==> src/rtl/dma_cpu_mem_arbiter_pkg.sv <==
// rtl/dma_cpu_mem_arbiter_pkg.sv - shared types and widths for the CPU/DMA bus arbiter
package dma_cpu_mem_arbiter_pkg;

  localparam int ADDR_W = 19;
  localparam int DATA_W = 16;
  localparam int CNT_W  = 4;

  typedef enum logic [1:0] {
    IDLE      = 2'd0,
    GRANT_CPU = 2'd1,
    GRANT_DMA = 2'd2
  } arb_state_e;

endpackage

==> src/rtl/dma_burst_limiter.sv <==
// rtl/dma_burst_limiter.sv - saturating DMA burst counter that forces a CPU grant
//
// Ports:
//   clk, reset   clock, asynchronous active-high reset
//   dma_grant    IDLE -> GRANT_DMA transition this cycle
//   cpu_grant    IDLE -> GRANT_CPU transition this cycle
//   idle_entry   GRANT_x -> IDLE transition this cycle
//   cpu_pending  CPU request level
//   force_cpu    counter has reached MAX_DMA_BURST; CPU must win next arbitration
module dma_burst_limiter
  import dma_cpu_mem_arbiter_pkg::*;
#(
  parameter int MAX_DMA_BURST = 4
) (
  input  logic clk,
  input  logic reset,
  input  logic dma_grant,
  input  logic cpu_grant,
  input  logic idle_entry,
  input  logic cpu_pending,
  output logic force_cpu
);

  localparam logic [CNT_W-1:0] MAX_CNT = CNT_W'(MAX_DMA_BURST);

  logic [CNT_W-1:0] cnt;

  // Only DMA grants that overtook a waiting CPU count against the budget;
  // the budget resets once the CPU is served or has stopped asking.
  always_ff @(posedge clk or posedge reset) begin
    if (reset) begin
      cnt <= '0;
    end else if (cpu_grant || (idle_entry && !cpu_pending)) begin
      cnt <= '0;
    end else if (dma_grant && cpu_pending && (cnt != MAX_CNT)) begin
      cnt <= cnt + 1'b1;
    end
  end

  assign force_cpu = (cnt == MAX_CNT);

endmodule

==> src/rtl/dma_cpu_mem_arbiter.sv <==
// rtl/dma_cpu_mem_arbiter.sv - two-master (CPU, DMA) arbiter for the shared memory/IO bus
//
// Ports:
//   clk, reset          clock, asynchronous active-high reset
//   cpu_m_*, cpu_d_io   CPU data port request side; cpu_m_ack/cpu_m_data_in back to CPU
//   dma_m_*, dma_d_io   DMA request side; dma_m_ack/dma_m_data_in back to DMA
//   q_m_*, q_d_io       shared bus towards RAM and IO decode
//   dma_active          DMA currently owns the bus
module dma_cpu_mem_arbiter
  import dma_cpu_mem_arbiter_pkg::*;
#(
  parameter int MAX_DMA_BURST = 4
) (
  input  logic              clk,
  input  logic              reset,

  input  logic [ADDR_W-1:0] cpu_m_addr,
  input  logic [DATA_W-1:0] cpu_m_data_out,
  output logic [DATA_W-1:0] cpu_m_data_in,
  input  logic              cpu_m_access,
  output logic              cpu_m_ack,
  input  logic              cpu_m_wr_en,
  input  logic [1:0]        cpu_m_bytesel,
  input  logic              cpu_d_io,

  input  logic [ADDR_W-1:0] dma_m_addr,
  input  logic [DATA_W-1:0] dma_m_data_out,
  output logic [DATA_W-1:0] dma_m_data_in,
  input  logic              dma_m_access,
  output logic              dma_m_ack,
  input  logic              dma_m_wr_en,
  input  logic [1:0]        dma_m_bytesel,
  input  logic              dma_d_io,

  output logic [ADDR_W-1:0] q_m_addr,
  output logic [DATA_W-1:0] q_m_data_out,
  input  logic [DATA_W-1:0] q_m_data_in,
  output logic              q_m_access,
  input  logic              q_m_ack,
  output logic              q_m_wr_en,
  output logic [1:0]        q_m_bytesel,
  output logic              q_d_io,

  output logic              dma_active
);

  arb_state_e state;
  arb_state_e state_next;

  logic dma_grant;
  logic cpu_grant;
  logic idle_entry;
  logic force_cpu;

  dma_burst_limiter #(
    .MAX_DMA_BURST(MAX_DMA_BURST)
  ) u_limiter (
    .clk        (clk),
    .reset      (reset),
    .dma_grant  (dma_grant),
    .cpu_grant  (cpu_grant),
    .idle_entry (idle_entry),
    .cpu_pending(cpu_m_access),
    .force_cpu  (force_cpu)
  );

  always_ff @(posedge clk or posedge reset) begin
    if (reset) begin
      state <= IDLE;
    end else begin
      state <= state_next;
    end
  end

  // Requests only steer the next state; the bus itself is driven from the
  // registered state, so access never reaches q_m_access combinationally.
  always_comb begin
    state_next = state;
    dma_grant  = 1'b0;
    cpu_grant  = 1'b0;
    idle_entry = 1'b0;
    case (state)
      IDLE: begin
        if (dma_m_access && !(cpu_m_access && force_cpu)) begin
          state_next = GRANT_DMA;
          dma_grant  = 1'b1;
        end else if (cpu_m_access) begin
          state_next = GRANT_CPU;
          cpu_grant  = 1'b1;
        end
      end
      GRANT_CPU, GRANT_DMA: begin
        // Grant is held until the slave answers, even if the master lets go.
        if (q_m_ack) begin
          state_next = IDLE;
          idle_entry = 1'b1;
        end
      end
      default: begin
        state_next = IDLE;
      end
    endcase
  end

  always_comb begin
    q_m_addr     = '0;
    q_m_data_out = '0;
    q_m_access   = 1'b0;
    q_m_wr_en    = 1'b0;
    q_m_bytesel  = 2'b00;
    q_d_io       = 1'b0;
    dma_active   = 1'b0;
    cpu_m_ack    = 1'b0;
    dma_m_ack    = 1'b0;
    case (state)
      GRANT_CPU: begin
        q_m_addr     = cpu_m_addr;
        q_m_data_out = cpu_m_data_out;
        q_m_access   = 1'b1;
        q_m_wr_en    = cpu_m_wr_en;
        q_m_bytesel  = cpu_m_bytesel;
        q_d_io       = cpu_d_io;
        cpu_m_ack    = q_m_ack;
      end
      GRANT_DMA: begin
        q_m_addr     = dma_m_addr;
        q_m_data_out = dma_m_data_out;
        q_m_access   = 1'b1;
        q_m_wr_en    = dma_m_wr_en;
        q_m_bytesel  = dma_m_bytesel;
        q_d_io       = dma_d_io;
        dma_active   = 1'b1;
        dma_m_ack    = q_m_ack;
      end
      default: begin
      end
    endcase
  end

  // Read data fans out to both masters; only the ack makes it meaningful.
  assign cpu_m_data_in = q_m_data_in;
  assign dma_m_data_in = q_m_data_in;

endmodule

==> config.mk <==
export PLATFORM = sky130hd
export DESIGN_NAME = dma_cpu_mem_arbiter
export DESIGN_NICKNAME = d
export VERILOG_FILES = /design/src/rtl/dma_cpu_mem_arbiter_pkg.sv /design/src/rtl/dma_burst_limiter.sv /design/src/rtl/dma_cpu_mem_arbiter.sv
export SDC_FILE = /design/constraint.sdc
export NUM_CORES = 1
export LEC_CHECK = 0
export ABC_AREA = 1
export CORE_MARGIN = 2
export CORE_UTILIZATION = 26
export DETAILED_ROUTE_END_ITERATION = 8
export MAX_ROUTING_LAYER = met4
export PLACE_DENSITY = 0.95
export SETUP_SLACK_MARGIN = 0.5
export SYNTH_ARGS = -nofsm -noshare
export SYNTH_HDL_FRONTEND = slang
export SYNTH_SLANG_ARGS = --single-unit
==> constraint.sdc <==
create_clock -name clk -period 2.5 [get_ports clk]
set_input_delay 0.5 -clock clk [delete_from_list [all_inputs] [get_ports clk]]
set_output_delay 0.5 -clock clk [all_outputs]
set_load 0.05 [all_outputs]
==> results.toml <==
[outcome]
status = "completed"

[synthesis]
synthMostInstantiatedCell = "nand2_1"
netlist_instances = 213
yosysSeqAreaShare_pct = 12.2
synth_common_cells = "nand2_1 (87), a21oi_1 (41), buf_4 (32)"
synth_top_area_share_pct = 26.5
synth_ff_type = "dfrtp_1"
yosys_warnings = 0
synth_area_mm2 = 0.00123
ys_seq_elements = 6
async_flop_share_pct = 100
synth_edf_count = 0
yosys.area.top_type = "nand2_1"
synth_area_per_cell_um2 = 5.78
ys_types = 22
synthesis.nets = 317
synthTopCellsByArea = "nand2_1 (27%), buf_4 (20%), a21oi_1 (17%), dfrtp_1 (12%), ha_1 (5.1%)"

[drt]
wl_mm = 6.03
drc_errors = 0
detail-route-antenna-nets = 0
drt-pass1-iter-count = 4
drt_iter0_drc = 39
vias = 1771
viasPerCell = 4.83
wl_per_cell_um = 16.4

[placed_design]
place_congestion = 0.784
dp_hpwl_mm = 4.12
portBuffers = 125
pre_cts_ws_ns = 0.452

[worst_setup_path]
cp.arrival_ns = 1.55
worstPathRequired_ns = 2.00
cp_slowest_cell = "dfrtp_1"
crit_chain = "inv_2, ha_4, buf_4, nand2_1, a21oi_4, buf_12"
critPathLaunchType = "flip-flop"
crit_type = "reg -> out"
cpPeakStageDelay_ns = 0.38
end_kind = "output port"
cp_max_fo = 6

[floorplanning]
core_mm2 = 0.00463
rows = 25
die_w_um = 72.8
start_util_pct = 26.6
die_height_um = 72.8
io_pins = 174
dieArea_mm2 = 0.00530

[grt]
overflow = 0
grt_pass1_vias = 1850
grt_pass1_wl_mm = 8.83
grt_usage_pct = 21.7
grt_max_degree = 22
antenna_found_initial = 0

[sta]
tightest_slew_ns = 0.274
hold_viol = 0
finalCriticalPeriod_ns = 2.05
rsz0062_at_grt = "yes"
relSlewSlack_pct = 81.8
max_freq_mhz = 488
fin_skew_ns = 0.00691
finalCritPeriodShare_pct = 82.0
final.setup.worst_slack_ns = 0.450
tns_ns = 0
setup_viol = 0
finalMaxSlewViolations = 0

[power]
powerDensity_mw_per_mm2 = 1190
ir_drop_v = 0.00114
leakage_nw = 1.20

[clocking]
worstSkewPairLatency_ns = 0.23
tritoncts = "done"
cts_max_path_buffers = 2
cts_root_buf = "clkbuf_8"
cts_sinks = 6
postCtsHoldBufs = 0
clkTransAtPathRegs_ns = 0.04
htreeDepth = 1
cts_inserted_buffers = 3

[final_layout]
fin_nets = 419
area_growth_pct = 179
final_util_pct = 74.1
drive_gt1_share_pct = 36.7
antennaDiodeCount = 0
num-fill-cells = 302

[run]
maxCapViolCount = 0

[hold_path]
hold_class = "in -> async"
-- registers in the layout (all words and copies together) (netlist names) --
signal	count
u_limiter.cnt	4
state	2
-- worst max-delay path: cells and delay by family, from the launching register on --
kind                       cells  cell delay [ns]
and+or+nand+nor                1             0.12
DFF                            1             0.38
buffers and inverters          3             0.43
AOI/OAI and AO/OA              1             0.20
adders and majority gates      1             0.18
-- cells by family after synthesis --
| logic type | after synthesis | synth area share [%] |
|---|---|---|
| AO/OA/AOI/OAI | 46 | 19.3 |
| flip-flops | 6 | 12.2 |
| XOR/XNOR | 3 | 2.13 |
| AND/OR/NAND/NOR | 98 | 33.6 |
| adder cells (fa/ha/maj) | 5 | 5.08 |
| buffers and inverters | 55 | 27.6 |
-- layout by cell type, fill, tap and decap left out, types with 2 or more instances in the layout --
cell type         n
a21oi_1           2
a21oi_2           2
a21oi_4          39
buf_12           42
buf_16            2
buf_4             5
buf_6             5
clkbuf_16         3
clkbuf_8          3
clkdlybuf4s50_1  82
dfrtp_1           6
ha_1              2
ha_4              3
inv_1             6
inv_2             3
nand2_1          87
nand3_1           3
nor2_1            2
o21ai_1           2
xor2_1            3
-- layer usage --
layer | track usage, % | vias up | part of all wire (%)
met3 | 3.04 | 6 | 4.7
met2 | 40.7 | 69 | 56
met4 | 5.56 | 0 | 0.88
li1 | - | 849 | -
met1 | 23.8 | 847 | 38
met5 | - | - | 0
-- cell type report --
type	count	area (um2)	area share [%]
clock buffers	3	41.3	1.20
inverters	11	50.0	1.46
multi-input cells	152	1220	35.5
flip-flops and latches	6	150	4.37
well taps	54	67.6	1.97
repair buffers	141	1910	55.5
-- power by group --
part | total [W] | leakage, nW | switching, W | internal (W)
clock | 0.000147 | 0.0216 | 0.0000431 | 0.000104
combinational | 0.00378 | 1.10 | 0.00211 | 0.00167
sequential | 0.000156 | 0.0802 | 0.0000292 | 0.000127
-- timing repair --
| action | 4_1_cts | 5_1_grt |
|---|---|---|
| endpoints found under the setup margin | 42 | 40 |
| endpoints found under the hold margin | 0 | 0 |
| cloned | 1 | 5 |
| gates resized for setup | 13 | 4 |
| pin swaps | 3 | 0 |
| setup buffers | 6 | 0 |
-- path summary, 6_finish.rpt --
| path | start | end | slack, ns | cells after the start |
|---|---|---|---|---|
| max | state[0] | q_m_addr[12] | 0.45 | 6 |
| min | reset | state[0] | 0.48 | 2 |
| max reg2reg | state[0] | state[0] | 0.95 | 8 |
| min reg2reg | u_limiter.cnt[1] | u_limiter.cnt[1] | 0.59 | 2 |
| max in group asynchronous | reset | u_limiter.cnt[0] | 1.83 | 2 |
| min in group clk | u_limiter.cnt[1] | u_limiter.cnt[1] | 0.59 | 2 |
-- per-stage QoR --
stage                     std cells  area, um2  hold WS, ns  total power, W
after floorplan                 213       1740        0.291         0.00241
after global placement          352       3180        0.527         0.00338
after detailed placement        352       3180        0.542         0.00344
after CTS                       362       3330        0.486         0.00379
after global routing            367       3430        0.550         0.00424
final                           367       3430        0.484         0.00408
No activity file was read; power rests on OpenSTA's default activity.
